===== src/rtl/proc_debug_ctrl_pkg.sv =====
`default_nettype none
// proc_dbg_pkg: debug FSM/cause encodings and memory port types for the processor debug controller.
// Revision 1.0
package proc_dbg_pkg;
    typedef logic [11:0] Imem_addr;
    typedef logic [11:0] Dmem_addr;
    typedef logic [31:0] Imem_data;
    typedef logic [31:0] Dmem_data;

    localparam int IA_W = $bits(Imem_addr);
    localparam int DA_W = $bits(Dmem_addr);
    localparam int ID_W = $bits(Imem_data);
    localparam int DD_W = $bits(Dmem_data);

    typedef enum logic [1:0] {
        HALTED = 2'd0,
        RUN    = 2'd1,
        DRAIN  = 2'd2,
        RESUME = 2'd3
    } Dbg_state;

    typedef enum logic [1:0] {
        CAUSE_NONE  = 2'd0,
        CAUSE_HOLD  = 2'd1,
        CAUSE_BREAK = 2'd2
    } Break_cause;
endpackage
`default_nettype wire


===== src/rtl/proc_debug_ctrl_if.sv =====
`default_nettype none
// Processor_if: JTAG debug master <-> processor debug controller link.
// Revision 1.0
interface Processor_if #(parameter int PC_W = 32);
    import proc_dbg_pkg::*;

    logic            en;
    logic            hold;
    logic            break_continue;
    Imem_addr        inst_break;
    logic            inst_break_en;
    logic            inst_break_pc_en;
    Dmem_addr        data_break;
    logic            data_break_wr_en;
    logic            data_break_rd_en;
    logic            imem_we;
    logic            imem_re;
    logic            dmem_we;
    logic            dmem_re;
    logic            doorbell;
    logic            clk_force_on;
    logic            clk_force_off;
    logic            break_status;
    logic            sleep_status;
    logic [PC_W-1:0] mon_pc;
    logic [31:0]     mon_inst;
    Imem_data        imem_data_r;
    Dmem_data        dmem_data_r;

    modport master (
        output en, hold, break_continue, inst_break, inst_break_en, inst_break_pc_en,
               data_break, data_break_wr_en, data_break_rd_en,
               imem_we, imem_re, dmem_we, dmem_re, doorbell, clk_force_on, clk_force_off,
        input  break_status, sleep_status, mon_pc, mon_inst, imem_data_r, dmem_data_r
    );

    modport proc (
        input  en, hold, break_continue, inst_break, inst_break_en, inst_break_pc_en,
               data_break, data_break_wr_en, data_break_rd_en,
               imem_we, imem_re, dmem_we, dmem_re, doorbell, clk_force_on, clk_force_off,
        output break_status, sleep_status, mon_pc, mon_inst, imem_data_r, dmem_data_r
    );
endinterface
`default_nettype wire


===== src/rtl/proc_debug_ctrl_break_match.sv =====
`default_nettype none
// dbg_break_match: combinational instruction/data breakpoint comparators.
// Revision 1.0
module dbg_break_match
    import proc_dbg_pkg::*;
(
    input  logic [IA_W-1:0] inst_break_i,
    input  logic            inst_break_en_i,
    input  logic            inst_break_pc_en_i,
    input  logic [IA_W-1:0] fetch_pc_i,
    input  logic            fetch_valid_i,
    input  logic [IA_W-1:0] retire_pc_i,
    input  logic            retire_i,
    input  logic [DA_W-1:0] data_break_i,
    input  logic            data_break_wr_en_i,
    input  logic            data_break_rd_en_i,
    input  logic [DA_W-1:0] dmem_addr_i,
    input  logic            dmem_we_i,
    input  logic            dmem_re_i,
    output logic            hit_o
);
    logic w_inst_hit;
    logic w_data_hit;

    // Fetch-side match stops before execute; retire-side match stops after commit.
    assign w_inst_hit = inst_break_en_i &
                        (inst_break_pc_en_i ? (fetch_valid_i & (fetch_pc_i == inst_break_i))
                                            : (retire_i & (retire_pc_i == inst_break_i)));

    assign w_data_hit = ((dmem_we_i & data_break_wr_en_i) | (dmem_re_i & data_break_rd_en_i)) &
                        (dmem_addr_i == data_break_i);

    assign hit_o = w_inst_hit | w_data_hit;
endmodule
`default_nettype wire


===== src/rtl/proc_debug_ctrl.sv =====
`default_nettype none
// proc_debug_ctrl: halt/resume FSM, breakpoints and debug memory gating. Optional clock gating
// under NUX_CLK_GATE_EN (otherwise core_clk_en_o is tied high). Revision 1.0
module proc_debug_ctrl
    import proc_dbg_pkg::*;
#(
    parameter int PC_W = 32
) (
    input  logic             clk,
    input  logic             reset,
    Processor_if.proc        dbg,
    input  logic [PC_W-1:0]  core_pc_i,
    input  logic             core_pc_valid_i,
    input  logic             core_retire_i,
    input  logic [PC_W-1:0]  core_retire_pc_i,
    input  logic [31:0]      core_retire_inst_i,
    input  logic [DA_W-1:0]  core_dmem_addr_i,
    input  logic             core_dmem_we_i,
    input  logic             core_dmem_re_i,
    input  logic             core_quiet_i,
    input  logic             core_sleep_i,
    output logic             core_halt_o,
    output logic             core_irq_db_o,
    output logic             core_clk_en_o,
    output logic             mem_dbg_sel_o,
    output logic             mem_imem_we_o,
    output logic             mem_imem_re_o,
    output logic             mem_dmem_we_o,
    output logic             mem_dmem_re_o,
    input  logic [ID_W-1:0]  imem_q_i,
    input  logic [DD_W-1:0]  dmem_q_i
);
    Dbg_state   state_q, state_d;
    Break_cause cause_q, cause_d;
    logic       core_halt_q, mem_dbg_sel_q, break_status_q;
    logic       cont_prev_q, db_prev_q, irq_db_q, sleep_q;
    logic       imem_rd_q, dmem_rd_q;
    logic [ID_W-1:0] imem_data_q;
    logic [DD_W-1:0] dmem_data_q;
    logic [PC_W-1:0] mon_pc_q;
    logic [31:0]     mon_inst_q;
    logic w_match, w_hit, w_cont_rise, w_unused_pc_hi;

    dbg_break_match u_match (
        .inst_break_i       (dbg.inst_break),
        .inst_break_en_i    (dbg.inst_break_en),
        .inst_break_pc_en_i (dbg.inst_break_pc_en),
        .fetch_pc_i         (core_pc_i[IA_W-1:0]),
        .fetch_valid_i      (core_pc_valid_i),
        .retire_pc_i        (core_retire_pc_i[IA_W-1:0]),
        .retire_i           (core_retire_i),
        .data_break_i       (dbg.data_break),
        .data_break_wr_en_i (dbg.data_break_wr_en),
        .data_break_rd_en_i (dbg.data_break_rd_en),
        .dmem_addr_i        (core_dmem_addr_i),
        .dmem_we_i          (core_dmem_we_i),
        .dmem_re_i          (core_dmem_re_i),
        .hit_o              (w_match)
    );

    // Only RUN honours matches, which masks the RESUME cycle re-fetching the break address.
    assign w_hit          = w_match & (state_q == RUN);
    assign w_cont_rise    = dbg.break_continue & ~cont_prev_q;
    assign w_unused_pc_hi = ^core_pc_i[PC_W-1:IA_W];

    always_comb begin
        state_d = state_q;
        cause_d = cause_q;
        case (state_q)
            HALTED: begin
                if (dbg.en && !dbg.hold && (cause_q != CAUSE_BREAK || w_cont_rise)) begin
                    state_d = RESUME;
                    cause_d = CAUSE_NONE;
                end
            end
            RESUME: begin
                if (!dbg.en) begin
                    state_d = DRAIN;
                    cause_d = CAUSE_HOLD;
                end else begin
                    state_d = RUN;
                end
            end
            RUN: begin
                if (w_hit) begin
                    state_d = DRAIN;
                    cause_d = CAUSE_BREAK;
                end else if (!dbg.en || dbg.hold) begin
                    state_d = DRAIN;
                    cause_d = CAUSE_HOLD;
                end
            end
            DRAIN: begin
                if (core_quiet_i) state_d = HALTED;
            end
            default: begin
                state_d = HALTED;
                cause_d = CAUSE_NONE;
            end
        endcase
    end

    always_ff @(posedge clk) begin
        if (reset) begin
            state_q        <= HALTED;
            cause_q        <= CAUSE_NONE;
            core_halt_q    <= 1'b1;
            mem_dbg_sel_q  <= 1'b1;
            break_status_q <= 1'b0;
        end else begin
            state_q        <= state_d;
            cause_q        <= cause_d;
            core_halt_q    <= (state_d != RUN);
            mem_dbg_sel_q  <= (state_d == HALTED);
            break_status_q <= ((state_d == DRAIN) || (state_d == HALTED)) && (cause_d == CAUSE_BREAK);
        end
    end

    assign mem_imem_we_o = dbg.imem_we & mem_dbg_sel_q;
    assign mem_imem_re_o = dbg.imem_re & mem_dbg_sel_q;
    assign mem_dmem_we_o = dbg.dmem_we & mem_dbg_sel_q;
    assign mem_dmem_re_o = dbg.dmem_re & mem_dbg_sel_q;

    always_ff @(posedge clk) begin
        if (reset) begin
            cont_prev_q <= 1'b0;
            db_prev_q   <= 1'b0;
            irq_db_q    <= 1'b0;
            sleep_q     <= 1'b0;
            imem_rd_q   <= 1'b0;
            dmem_rd_q   <= 1'b0;
            imem_data_q <= '0;
            dmem_data_q <= '0;
            mon_pc_q    <= '0;
            mon_inst_q  <= '0;
        end else begin
            cont_prev_q <= dbg.break_continue;
            db_prev_q   <= dbg.doorbell;
            irq_db_q    <= dbg.doorbell & ~db_prev_q & (state_q != HALTED);
            sleep_q     <= core_sleep_i;
            imem_rd_q   <= mem_imem_re_o;
            dmem_rd_q   <= mem_dmem_re_o;
            if (imem_rd_q) imem_data_q <= imem_q_i;
            if (dmem_rd_q) dmem_data_q <= dmem_q_i;
            if (core_retire_i) begin
                mon_pc_q   <= core_retire_pc_i;
                mon_inst_q <= core_retire_inst_i;
            end
        end
    end

`ifdef NUX_CLK_GATE_EN
    // Clock is kept running through reset so the core can sample its own synchronous reset.
    assign core_clk_en_o = reset | dbg.clk_force_on |
                           (~dbg.clk_force_off & ~mem_dbg_sel_q & ~sleep_q);
`else
    logic w_unused_clk_force;
    assign w_unused_clk_force = dbg.clk_force_on ^ dbg.clk_force_off;
    assign core_clk_en_o      = 1'b1;
`endif

    assign core_halt_o      = core_halt_q;
    assign mem_dbg_sel_o    = mem_dbg_sel_q;
    assign core_irq_db_o    = irq_db_q;
    assign dbg.break_status = break_status_q;
    assign dbg.sleep_status = sleep_q;
    assign dbg.mon_pc       = mon_pc_q;
    assign dbg.mon_inst     = mon_inst_q;
    assign dbg.imem_data_r  = imem_data_q;
    assign dbg.dmem_data_r  = dmem_data_q;
endmodule
`default_nettype wire


===== src/flat_wrapper.sv =====
// flat-port wrapper written by rule: the top's interface ports become plain ports
module proc_debug_ctrl_flat import proc_dbg_pkg::*;
#(
    parameter int PC_W = 32
)
  (clk, reset, core_pc_i, core_pc_valid_i, core_retire_i, core_retire_pc_i, core_retire_inst_i, core_dmem_addr_i, core_dmem_we_i, core_dmem_re_i, core_quiet_i, core_sleep_i, core_halt_o, core_irq_db_o, core_clk_en_o, mem_dbg_sel_o, mem_imem_we_o, mem_imem_re_o, mem_dmem_we_o, mem_dmem_re_o, imem_q_i, dmem_q_i, dbg_en, dbg_hold, dbg_break_continue, dbg_inst_break, dbg_inst_break_en, dbg_inst_break_pc_en, dbg_data_break, dbg_data_break_wr_en, dbg_data_break_rd_en, dbg_imem_we, dbg_imem_re, dbg_dmem_we, dbg_dmem_re, dbg_doorbell, dbg_clk_force_on, dbg_clk_force_off, dbg_break_status, dbg_sleep_status, dbg_mon_pc, dbg_mon_inst, dbg_imem_data_r, dbg_dmem_data_r);
  Processor_if #(.PC_W(PC_W)) dbg_i ();
  input  logic clk;
  input  logic reset;
  input  logic [PC_W-1:0] core_pc_i;
  input  logic core_pc_valid_i;
  input  logic core_retire_i;
  input  logic [PC_W-1:0] core_retire_pc_i;
  input  logic [31:0] core_retire_inst_i;
  input  logic [DA_W-1:0] core_dmem_addr_i;
  input  logic core_dmem_we_i;
  input  logic core_dmem_re_i;
  input  logic core_quiet_i;
  input  logic core_sleep_i;
  output logic core_halt_o;
  output logic core_irq_db_o;
  output logic core_clk_en_o;
  output logic mem_dbg_sel_o;
  output logic mem_imem_we_o;
  output logic mem_imem_re_o;
  output logic mem_dmem_we_o;
  output logic mem_dmem_re_o;
  input  logic [ID_W-1:0] imem_q_i;
  input  logic [DD_W-1:0] dmem_q_i;
  input wire logic [$bits(dbg_i.en)-1:0] dbg_en;
  input wire logic [$bits(dbg_i.hold)-1:0] dbg_hold;
  input wire logic [$bits(dbg_i.break_continue)-1:0] dbg_break_continue;
  input wire logic [$bits(dbg_i.inst_break)-1:0] dbg_inst_break;
  input wire logic [$bits(dbg_i.inst_break_en)-1:0] dbg_inst_break_en;
  input wire logic [$bits(dbg_i.inst_break_pc_en)-1:0] dbg_inst_break_pc_en;
  input wire logic [$bits(dbg_i.data_break)-1:0] dbg_data_break;
  input wire logic [$bits(dbg_i.data_break_wr_en)-1:0] dbg_data_break_wr_en;
  input wire logic [$bits(dbg_i.data_break_rd_en)-1:0] dbg_data_break_rd_en;
  input wire logic [$bits(dbg_i.imem_we)-1:0] dbg_imem_we;
  input wire logic [$bits(dbg_i.imem_re)-1:0] dbg_imem_re;
  input wire logic [$bits(dbg_i.dmem_we)-1:0] dbg_dmem_we;
  input wire logic [$bits(dbg_i.dmem_re)-1:0] dbg_dmem_re;
  input wire logic [$bits(dbg_i.doorbell)-1:0] dbg_doorbell;
  input wire logic [$bits(dbg_i.clk_force_on)-1:0] dbg_clk_force_on;
  input wire logic [$bits(dbg_i.clk_force_off)-1:0] dbg_clk_force_off;
  output wire logic [$bits(dbg_i.break_status)-1:0] dbg_break_status;
  output wire logic [$bits(dbg_i.sleep_status)-1:0] dbg_sleep_status;
  output wire logic [$bits(dbg_i.mon_pc)-1:0] dbg_mon_pc;
  output wire logic [$bits(dbg_i.mon_inst)-1:0] dbg_mon_inst;
  output wire logic [$bits(dbg_i.imem_data_r)-1:0] dbg_imem_data_r;
  output wire logic [$bits(dbg_i.dmem_data_r)-1:0] dbg_dmem_data_r;
  assign dbg_i.en = dbg_en;
  assign dbg_i.hold = dbg_hold;
  assign dbg_i.break_continue = dbg_break_continue;
  assign dbg_i.inst_break = dbg_inst_break;
  assign dbg_i.inst_break_en = dbg_inst_break_en;
  assign dbg_i.inst_break_pc_en = dbg_inst_break_pc_en;
  assign dbg_i.data_break = dbg_data_break;
  assign dbg_i.data_break_wr_en = dbg_data_break_wr_en;
  assign dbg_i.data_break_rd_en = dbg_data_break_rd_en;
  assign dbg_i.imem_we = dbg_imem_we;
  assign dbg_i.imem_re = dbg_imem_re;
  assign dbg_i.dmem_we = dbg_dmem_we;
  assign dbg_i.dmem_re = dbg_dmem_re;
  assign dbg_i.doorbell = dbg_doorbell;
  assign dbg_i.clk_force_on = dbg_clk_force_on;
  assign dbg_i.clk_force_off = dbg_clk_force_off;
  assign dbg_break_status = dbg_i.break_status;
  assign dbg_sleep_status = dbg_i.sleep_status;
  assign dbg_mon_pc = dbg_i.mon_pc;
  assign dbg_mon_inst = dbg_i.mon_inst;
  assign dbg_imem_data_r = dbg_i.imem_data_r;
  assign dbg_dmem_data_r = dbg_i.dmem_data_r;
  proc_debug_ctrl #(.PC_W(PC_W)) u_core (.clk(clk), .reset(reset), .dbg(dbg_i), .core_pc_i(core_pc_i), .core_pc_valid_i(core_pc_valid_i), .core_retire_i(core_retire_i), .core_retire_pc_i(core_retire_pc_i), .core_retire_inst_i(core_retire_inst_i), .core_dmem_addr_i(core_dmem_addr_i), .core_dmem_we_i(core_dmem_we_i), .core_dmem_re_i(core_dmem_re_i), .core_quiet_i(core_quiet_i), .core_sleep_i(core_sleep_i), .core_halt_o(core_halt_o), .core_irq_db_o(core_irq_db_o), .core_clk_en_o(core_clk_en_o), .mem_dbg_sel_o(mem_dbg_sel_o), .mem_imem_we_o(mem_imem_we_o), .mem_imem_re_o(mem_imem_re_o), .mem_dmem_we_o(mem_dmem_we_o), .mem_dmem_re_o(mem_dmem_re_o), .imem_q_i(imem_q_i), .dmem_q_i(dmem_q_i));
endmodule

===== config.mk =====
export PLATFORM = sky130hd
export DESIGN_NAME = proc_debug_ctrl_flat
export DESIGN_NICKNAME = d
export VERILOG_FILES = /design/src/rtl/proc_debug_ctrl_pkg.sv /design/src/rtl/proc_debug_ctrl_if.sv /design/src/rtl/proc_debug_ctrl_break_match.sv /design/src/rtl/proc_debug_ctrl.sv /design/src/flat_wrapper.sv
export SDC_FILE = /design/constraint.sdc
export NUM_CORES = 1
export LEC_CHECK = 0
export ABC_CLOCK_PERIOD_IN_PS = 2700
export CAP_MARGIN = 20
export CORE_AREA = 2 2 139 141
export DETAILED_ROUTE_END_ITERATION = 8
export DIE_AREA = 0 0 141 143
export GPL_ROUTABILITY_DRIVEN = 1
export GPL_TIMING_DRIVEN = 0
export PLACE_DENSITY = 0.68
export REMOVE_ABC_BUFFERS = 1
export SLEW_MARGIN = 15
export SYNTH_ARGS = -nofsm -noshare
export SYNTH_HDL_FRONTEND = slang
export SYNTH_SLANG_ARGS = --single-unit

===== constraint.sdc =====
create_clock -name clk -period 2.7 [get_ports clk]
set_input_delay 0.405 -clock clk [delete_from_list [all_inputs] [get_ports clk]]
set_output_delay 0.405 -clock clk [all_outputs]
set_load 0.01 [all_outputs]

; After elaboration in Yosys (flattened, before gate mapping)
; Cells that the tools add are included.
[word_totals]
regBits = 141
input_bits = 218
[classes]
eq_ne = 10
n_reduce_logical = 11
mux = 12
bitwise = 18
[op_table]
columns = operator, count
row1 = $eq 12x12->1, 3
row2 = $mux 2, 9
row3 = $and 1x1->1, 14
row4 = $eq 2x2->1 const B, 4
row5 = $pmux 2 s4, 1
row6 = $pmux 2 s3, 1
row7 = $logic_not 2->1, 2
row8 = $logic_and 1x1->1, 3
row9 = $logic_or 1x1->1, 3
row10 = $eq 2x1->1 const B, 1
row11 = $logic_not 1->1, 2
row12 = $ne 2x1->1 const B, 1
row13 = $ne 2x2->1 const B, 1
row14 = $not 1->1, 2
row15 = $or 1x1->1, 2
row16 = $reduce_bool 2->1, 1
row17 = $mux 1, 1

; Logic depth before layout (Yosys ltp)
; Gate-level depths: netlist of the first run.
[depth]
ltp_word = 11
depth_mapped = 7
mapped_depth_nobuf = 6

; By module
; Synthesis of the first run repeated with hierarchy kept, for this count alone.
[hier_totals]
cells_unflattened = 522
area_unflattened_um2 = 5413.9
[modules_own_cells]
columns = module, cells_each, area_per_inst_um2, n_inst
row1 = proc_debug_ctrl, 469, 4996.0, 1
row2 = dbg_break_match, 53, 417.9, 1

; Worst setup path before layout of the first run
; OpenSTA, ideal clock, no wires.
[synth_timing]
path_type = register to register
startpoint = register u_core.state_q[1]
endpoint = register u_core.break_status_q, in the netlist u_core.dbg.break_status
setup_slack_ns = 1.016
n_path_buf = 1
t_required_ns = 2.581
stages_incl_launch_ff = 8
arrival_ns = 1.565
path_cell_list = dfxtp_1 -> buf_6 -> or3b_4 -> a31o_1 -> or2_1 -> and4b_4 -> o21ai_2 -> a21oi_1
[synth_via]
elab_chain_len = 7
elab_cells_between_ends = 17
classes_between = 5 x eq/ne / 7 x mux / 1 x bitwise / 4 x reduce/logical
[synth_rtl]
columns = item, line
row1 = "start, declared", proc_debug_ctrl.sv:33  ; Dbg_state state_q, state_d;
row2 = "start signal, assigned", proc_debug_ctrl.sv:111  ; state_q <= state_d;
row3 = $eq 2x1->1, "proc_debug_ctrl.sv:62, proc_debug_ctrl.sv:69"
row4 = $and 1x1->1, proc_debug_ctrl.sv:62  ; assign w_hit = w_match & (state_q == RUN);
row5 = $mux 2, proc_debug_ctrl.sv:85  ; if (w_hit) begin
row6 = $pmux 2 s4, proc_debug_ctrl.sv:69  ; case (state_q)
row7 = $eq 2x2->1 or $logic_not 2->1 (tied branches), proc_debug_ctrl.sv:115  ; break_status_q <= ((state_d == DRAIN) || (state_d == HALTED)) && (cause_d == CAUSE_BREAK);
row8 = $logic_or 1x1->1, proc_debug_ctrl.sv:115
row9 = $logic_and 1x1->1 *, proc_debug_ctrl.sv:115
row10 = "end signal, assigned", proc_debug_ctrl.sv:115
row11 = "end, declared", proc_debug_ctrl.sv:35  ; logic core_halt_q, mem_dbg_sel_q, break_status_q;
; Every way passes the cells marked *; elsewhere a longest branch is shown, timed or not.
; A chain may end at the register's enable or synchronous reset.

; Worst setup path after layout of the first run
[layout_timing]
startpoint = input core_retire_i
endpoint = register u_core.state_q[0]
[layout_via]
elab_chain_len = 7
[layout_rtl]
columns = item, line
row1 = "start, declared", flat_wrapper.sv:12  ; input logic core_retire_i;
row2 = $and 1x1->1, proc_debug_ctrl_break_match.sv:28  ; : (retire_i & (retire_pc_i == inst_break_i)));
row3 = $mux 1, proc_debug_ctrl_break_match.sv:27  ; (inst_break_pc_en_i ? (fetch_valid_i & (fetch_pc_i == inst_break_i))
row4 = $and 1x1->1, proc_debug_ctrl_break_match.sv:26  ; assign w_inst_hit = inst_break_en_i &
row5 = $or 1x1->1, proc_debug_ctrl_break_match.sv:33  ; assign hit_o = w_inst_hit | w_data_hit;
row6 = $and 1x1->1, proc_debug_ctrl.sv:62
row7 = $mux 2, proc_debug_ctrl.sv:85
row8 = $pmux 2 s4, proc_debug_ctrl.sv:69
; No other way between the ends.

==> results of run 1 <==
## cell type report
class	instances	area share [%]
clock inverter	13	1.35
timing repair buffer	336	35.4
inverter	3	0.117
tap	234	3.04
multi-input combinational	366	26.4
clock buffer	19	4.49
sequential	141	29.3
## stage by stage
stage / utilization (%) / cells / TNS [ps] / area (sq um)
6_report: 51.9 / 1112 / 0 / 9640
5_1_grt: 51.9 / 1112 / 0 / 9640
4_1_cts: 51.9 / 1112 / 0 / 9640
3_5_place_dp: 48.9 / 1080 / 0 / 9080
3_3_place_gp: 48.4 / 1076 / -337650 / 8990
2_1_floorplan: - / 510 / 0 / 5380
## cell families (layout without fill, tap and decap cells)
logic type                Yosys count  in the layout  synth area share (%)
muxes                             128            128                  23.2
other                               1              1                0.0679
DFF                               141            141                  51.1
xor gates and xnor gates           36             36                  5.71
buffers and inverters              36            371                  2.88
and+or+nand+nor                   183            183                  14.7
AOI/OAI and AO/OA                  18             18                  2.31
## worst paths after layout
| check | slack [ps] | startpoint | to |
|---|---|---|---|
| worst max-delay path | 700 | core_retire_i | u_core.state_q[0]$_SDFF_PP0_ |
| worst min-delay path | 360 | reset | u_core.dbg.mon_inst[5]$_SDFFE_PP0P_ |
| worst max register to register | 940 | u_core.state_q[1]$_SDFF_PP0_ | u_core.dbg.break_status$_SDFF_PP0_ |
| worst min register to register | 380 | u_core.db_prev_q$_SDFF_PP0_ | u_core.core_irq_db_o$_SDFF_PP0_ |
## critical path, stage by stage
cell and delay (ps):
buf_4 580, buf_12 300, nand3b_1 100, nor4_1 280, a211oi_1 160, a41oi_1 320
a21oi_1 100
## power by group through the flow
stage               clock network [uW]  logic, uW  registers (uW)
detailed placement                   0        970            2310
finish                            2240        964            2270
floorplan                            0        260            2370
global placement                     0        965            2330
global route                      2400       1040            2280
CTS                               2330        974            2270
## layer usage
| layer | wire length [um] | GRT usage [%] | up-vias |
|---|---|---|---|
| met5 | 0 | 0 | - |
| met4 | 379 | 6.84 | 0 |
| met3 | 1790 | 6.87 | 25 |
| met2 | 8030 | 27.0 | 258 |
| met1 | 6830 | 18.8 | 2219 |
| li1 | - | - | 2476 |
## cell usage in the layout, fill, tap and decap left out, drive strengths merged, types with 2 or more instances in the layout
master and instances:
nand3 6, nand4 14, a21oi 5, nor2b 6, nor2 132, nand2 5, a21o 2, o21ai 4
or2 2, clkbuf 19, and2 4, mux2i 128, clkdlybuf4s50 330, clkinvlp 6, inv 8, buf 6
xnor2 36, nor4 6, dfxtp 141
## state kept, by name, summed over array words and instances (netlist names)
name / count
u_core.dbg.break_status: 1
u_core.imem_rd_q: 1
u_core.cont_prev_q: 1
u_core.dmem_rd_q: 1
u_core.dbg.dmem_data_r: 32
u_core.cause_q: 2
u_core.mem_dbg_sel_o: 1
u_core.db_prev_q: 1
u_core.core_irq_db_o: 1
u_core.dbg.imem_data_r: 32
u_core.dbg.sleep_status: 1
u_core.dbg.mon_pc: 32
u_core.core_halt_o: 1
u_core.state_q: 2
u_core.dbg.mon_inst: 32
==> out/summary.md, run 1 <==
The run finished with clean final reports. The detail route stage leaves a number of antenna-violating nets equal to 0. The via count of the first global-routing pass was 4887; the slew of the pin with the lowest slew margin was 756 ps.

Setup violations remaining at the end of the flow were counted as 0. The tools report the arrival time reported for the critical path endpoint as 2280 ps. Setup repair after global routing left no endpoint under its margin. Total track usage: 16.4%. The clock passes through at most 2 buffers.

After the first detailed-routing iteration, the DRC count stood at 125. The run gives 25600 um as the wire length of the first global-routing pass. Cells with a size suffix above 1 make up 5.13% of the layout. The run gives 0 as the number of buffers added to fix hold violations after cts.

356 I/O pins were placed. The sequential cells in the finished layout cover a total of 0.00283 sq mm. The library cell with the largest summed area after synthesis was dfxtp_1.

The average instance area after synthesis is 10.2 sq um. The worst setup path is of the input pin to flop kind. During synthesis, Yosys emitted a total of 0 warnings. Power density of the placed cells: 567 mW/mm^2. The final critical path takes up 74.2% of the cycle. Most frequent cell after synthesis: dfxtp_1. Buffers added to address setup during post-CTS repair amount to 0.

In the final layout, the multi-input gates occupy 0.00254 sq mm. The number of synthesized flops with an enable pin was 0. The tools report the number of buffers created by CTS as 17. The root buffer cell chosen for the clock tree is clkbuf_16. The pre-CTS setup slack was 272 ps. Buffers placed on the I/O ports in this run total 332. Clock latency on the worst-skew pair, taken at its later pin, is 410 ps. The ratio of routed vias to standard cells was 4.48; the cell leakage power was 0.00372 uW. Counting instances, the worst hold path has a depth of 2. For the worst flop-to-flop path, the logic depth is 6. Of the post-synthesis cell area, the dominant cell type holds 51.1%. Hold timing on the final database bottoms out at a slack of 362 ps. The netlist uses 39 different library cells.

TritonCTS built the clock tree. The internal power of the cells totals 4090 uW. The initial antenna violation count was 0.

Entering global routing, the biggest net connects 93 pins. Headroom to the max-slew limit came out at 49.6%. Counting flops with an async set or reset pin after synthesis yields a share of 0%. In the synthesized netlist, the cells that appear most often are dfxtp_1 (141), nor2_1 (132), mux2i_1 (128), xnor2_1 (36). In this run, the combinational gates consume 17.6% of the power. The number of flip-flops and latches in the synthesized netlist came out at 141. The logs give 4978 for the total via count after detailed routing and 2980 ps for the data required time of the worst path. In the synthesized netlist, the number of instances is 543.

The most used flip-flop cell after synthesis is dfxtp_1. The overall routed net length is 17000 um. The net count of the finished layout is 1083. The global-route congestion overflow total was 0; the max-slew violation count was 0.

The wire length per cell after detailed routing is 15.3 um. The worst setup path is launched from an input pin. The run gives 4 as the number of levels the H-tree was split into.

For the maximum vdd drop, the log shows 0.388 mV. For this configuration, the core starts out at a cell density of 29.7%. The overall die height is 143 um, and the total count of hold-check failures in the final report is 0. For the finished layout, the period the worst path requires is 2000 ps. The first detailed-routing pass ran for 4 iterations.

The die span in x came out at 141 um. Static timing analysis puts the maximum clock frequency at 499 MHz. The synthesized area came out at 0.00552 sq mm. Across all setup checks in the final design, the least slack found is 697 ps. STA classifies the critical path endpoint as a flop.

Across the routed clock network, the largest skew measured is 9.83 ps. The tool flagged a number of max-cap violations equal to 0. In this run, post-CTS repair resized a total of 0 instances. The congestion estimate from routability-driven global placement came to 0.858. After legalization and detailed placement, the total HPWL measured 13000 um. The run gives 41.4% as the part of the total power dissipated in sequential elements. For this run, design rule violations remaining after detail routing come to 0. The repair_antennas step left the layout with diodes totalling 0. The share of the Yosys chip area taken by registers is 51.1%. The core box area was 0.0186 sq mm; the number of fill cells was 1702.

The portion of total power attributed to the clock network is 41.0%, and the switching portion of total power is 25.3%. Class of the tightest hold or removal check: input pin to flop. The floorplan has 50 rows. The switching power total is 1380 uW, and the area overhead of the layout relative to synthesis is 74.6%. The register clock-pin slew on the reported worst setup and hold paths was 60 ps.

In the post-synthesis netlist, the biggest area contributors are dfxtp_1 (51%), mux2i_1 (23%), nor2_1 (9.0%). Along the worst path, the maximum fanout reaches 41. Power comes to 5470 uW. The die covers 0.0202 sq mm. The count of clock tree sinks is 141.
(Power assumes the default switching activity.)
==> inputs of run 2 (changes only) <==
--- a/config.mk
+++ b/config.mk
@@ -5,7 +5,7 @@
 export SDC_FILE = /design/constraint.sdc
 export NUM_CORES = 1
 export LEC_CHECK = 0
-export ABC_CLOCK_PERIOD_IN_PS = 2700
+export ABC_CLOCK_PERIOD_IN_PS = 2000
 export CAP_MARGIN = 20
 export CORE_AREA = 2 2 139 141
 export DETAILED_ROUTE_END_ITERATION = 8
==> constraint.sdc (replaced) <==
create_clock -name clk -period 2 [get_ports clk]
set_input_delay 0.3 -clock clk [delete_from_list [all_inputs] [get_ports clk]]
set_output_delay 0.3 -clock clk [all_outputs]
set_load 0.01 [all_outputs]
==> results of run 2 <==
The final DEF is identical to that of run 1. Status: finished, final reports clean.
Main changes from that run: setup slack after placement 272 ps -> -323 ps; setup slack after layout 697 ps -> 102 ps; hold slack 362 ps -> 257 ps; register-to-register setup slack 940 ps -> 240 ps; total power 5470 uW -> 7390 uW; worst IR drop on VDD 0.388 mV -> 0.524 mV
==> inputs of run 3 (changes only) <==
--- a/config.mk
+++ b/config.mk
@@ -5,7 +5,7 @@
 export SDC_FILE = /design/constraint.sdc
 export NUM_CORES = 1
 export LEC_CHECK = 0
-export ABC_CLOCK_PERIOD_IN_PS = 2000
+export ABC_CLOCK_PERIOD_IN_PS = 1920
 export CAP_MARGIN = 20
 export CORE_AREA = 2 2 139 141
 export DETAILED_ROUTE_END_ITERATION = 8
==> constraint.sdc (replaced) <==
create_clock -name clk -period 1.92 [get_ports clk]
set_input_delay 0.288 -clock clk [delete_from_list [all_inputs] [get_ports clk]]
set_output_delay 0.288 -clock clk [all_outputs]
set_load 0.01 [all_outputs]
==> run 3 against run 2 <==
Against the previous run: global-route usage unchanged; non-clock buffer count unchanged; highest routed layer unchanged; clock power up 4%; sequential power up 4%; register-to-register slack worse by 80 ps; first-iteration DRC count up 1.6%; count of clock-buffer cells in the layout unchanged; largest cell class unchanged; critical path depth down 5; critical path type is now flop to primary output; routed wire length up 0.12%.
==> out/summary.md, run 3 (same netlist as run 1, synthesis figures left out) <==
The tools report the capture endpoint of the worst hold path as u_core.dbg.mon_inst[5]$_SDFFE_PP0P_. The run finished with clean final reports. Entering global routing, the biggest net connects 93 pins. Setup violations remaining at the end of the flow were counted as 0. Input and output buffers added on the ports amount to 332. The delay of the slowest critical-path stage is 570 ps, and the count of clock tree sinks is 141.

Clock-pin slew was measured on the worst setup and hold paths at 60 ps. The first global-routing pass estimated 25600 um of wire. For this block, the initial DRC count from the detailed router was 127.

In this run the number of H-tree levels came out at 4. The relative slew slack was 63.8%; the total I/O pin count was 356. Leaving out fill and tap cells, the most frequent cells in the layout are clkdlybuf4s50_1 (329), dfxtp_1 (139), nor2_1 (132). Clock insertion delay at the later pin of the skew report: 410 ps. Relative to the synthesized area, the layout overhead comes to 74.6%.

For this block, the via count after detailed routing is 4991. The cell depth of the worst hold path is 2. For the pin with the worst max-slew slack, the measured transition is 544 ps. In the global route stage, overall resource usage came out at 16.4%. Setup repair after global routing left no endpoint under its margin. The total count of hold-check failures in the final report is 0. The repair_antennas step left the layout with diodes totalling 0.

Including well taps, the total number of placed cells is 1080. The maximum vdd drop was 0.547 mV; the post-CTS repair timing setup buffer count was 0. The number of buffers created by CTS came out at 17. The time the worst path needs with I/O delays and setup was 1820 ps. In the routed layout, each cell is associated on average with a via count of 4.49.

Cells with a size suffix above 1 make up 5.13% of the layout. At the end of routability-driven placement, the weighted congestion stood at 0.858. The number of buffers added to fix hold violations after cts is 0.

The slowest stage of the critical path belongs to the cell clkdlybuf4s50_1. In the final routed layout, each cell accounts on average for 15.3 um. The overall routed net length was 17100 um. Net switching is 25.3% of the power. For the max-cap violation count, the log shows 0.

In this run the most critical hold path is launched from reset. The internal power of the cells totals 5750 uW. The portion of total power attributed to the clock network is 41.0%, and the overall die height is 143 um. Power spread over the standard cell area amounts to 798 mW/mm^2. STA classifies the critical path endpoint as a primary output. Timing analysis after detailed placement gives a worst setup slack of -391 ps. The initialized floorplan defines 50 standard-cell rows.

Once the floorplan was initialized, standard cells occupied 29.7% of the core. Initial antenna violation count: 0. For the global-route congestion overflow total, the log shows 0.

The run gives 4887 as the via count of the first global-routing pass. Traced cell by cell, the critical path runs through and2_1, clkdlybuf4s50_1. For the cell leakage power, the log shows 0.00373 uW.

The die span in x was 141 um; the arrival time reported for the critical path endpoint was 1530 ps. For the fmax, the log shows 549 MHz. The maximum clock skew at final layout came out at 9.83 ps. The library cell used most frequently in the layout, excluding fill and tap cells, is clkdlybuf4s50_1. The length in cells of the worst reg-to-reg path is 6, and the filler-free cell count of the finished design is 1112.

The number of search-and-repair iterations in the first detailed-routing pass came out at 6. The type of the worst setup path is flop to primary output. For the number of fill cells, the log shows 1698.

The logs give 1083 for the final net count and 0 for the residual DRC count. Of all nets on the critical path, the largest fanout is 5. In this run the critical register-to-register path is captured at u_core.dbg.break_status$_SDFF_PP0_. The max-slew violation count came out at 0.

Data on the critical path is required at its endpoint by 1630 ps. The detail route stage leaves a number of antenna-violating nets equal to 0. Buffer and inverter count on the worst path: 1.

The run gives 0.0202 sq mm as the area of the die. The tools report the switching power total as 1940 uW. The tools report the relative contribution of combinational cells to total power as 17.6%.

TritonCTS built the clock tree. The deepest clock path buffer count is 2, and the minimum setup slack among reg-to-reg paths is 160 ps. The kind of cell with the highest combined delay along the critical path is buffers and inverters. In this run the critical register-to-register path is launched from u_core.state_q[1]$_SDFF_PP0_.

The total area inside the core boundary comes to 0.0186 sq mm. Clock root buffer master: clkbuf_16. The part of the cycle the worst path needs came out at 94.8%. Once detailed placement completed, the half-perimeter wirelength came to 13000 um. The class of the tightest hold or removal check was input pin to flop.

Kind of start point of the critical path: a flop. In this run, flip-flops and latches consume 41.4% of the power. Across all setup checks in the final design, the least slack found is 99.2 ps.
run 3: changes by cell type in the layout (fill, tap and decap cells not counted), sizes merged:
cell | before | now
dlygate4sd2 | 0 | 1
clkdlybuf4s50 | 330 | 329
run 3: how the worst max path moves through the flow:
stage                                                         to  cells past startpoint                            start
after global routing                               mem_dmem_re_o                      2  u_core.mem_dbg_sel_o$_SDFF_PP1_
after detailed placement            u_core.state_q[0]$_SDFF_PP0_                      7                    core_retire_i
after CTS                                          mem_dmem_re_o                      2  u_core.mem_dbg_sel_o$_SDFF_PP1_
after global placement        u_core.dbg.break_status$_SDFF_PP0_                      4                            reset
after floorplan           u_core.dbg.dmem_data_r[0]$_SDFFE_PP0P_                      2      u_core.dmem_rd_q$_SDFF_PP0_
final                                              mem_dmem_re_o                      2  u_core.mem_dbg_sel_o$_SDFF_PP1_
run 3: per-stage QoR:
step | util [%] | hold WS, ps | setup TNS (ps) | cell area, sq um | total power, uW
floorplan | - | 357 | 0 | 5380 | 3700
global placement | 48.4 | 376 | -431130 | 8990 | 4630
detailed placement | 48.9 | 380 | -1800 | 9080 | 4620
CTS | 51.9 | 229 | 0 | 9640 | 7830
global route | 51.9 | 243 | 0 | 9650 | 8040
finish | 51.9 | 243 | 0 | 9650 | 7690
run 3: routing by layer:
metal | GRT usage (%) | wire [um] | vias up
met5 | 0 | 0 | -
met4 | 6.84 | 379 | 0
met3 | 6.87 | 1770 | 25
met2 | 27.0 | 8050 | 260
met1 | 18.8 | 6860 | 2231
li1 | - | - | 2475
run 3: power groups by stage:
stage	Sequential [uW]	Clock [uW]	Combinational, uW
detailed placement	3250	0	1360
finish	3190	3150	1350
global placement	3280	0	1360
global route	3210	3380	1460
CTS	3190	3270	1370
floorplan	3330	0	366
run 3: timing repair:
action,CTS,global route
endpoints found under the hold margin,0,0
setup endpoints to repair,1,3
gates resized for setup,1,1
run 3: layout make-up:
class                      count  area [sq um]  area share [%]
timing repair buffer         336          3410            35.4
clock buffer                  19           433            4.49
inverter                       3          11.3           0.117
tap                          234           293            3.04
clock inverter                13           130            1.35
sequential                   141          2830            29.3
multi-input combinational    366          2540            26.3
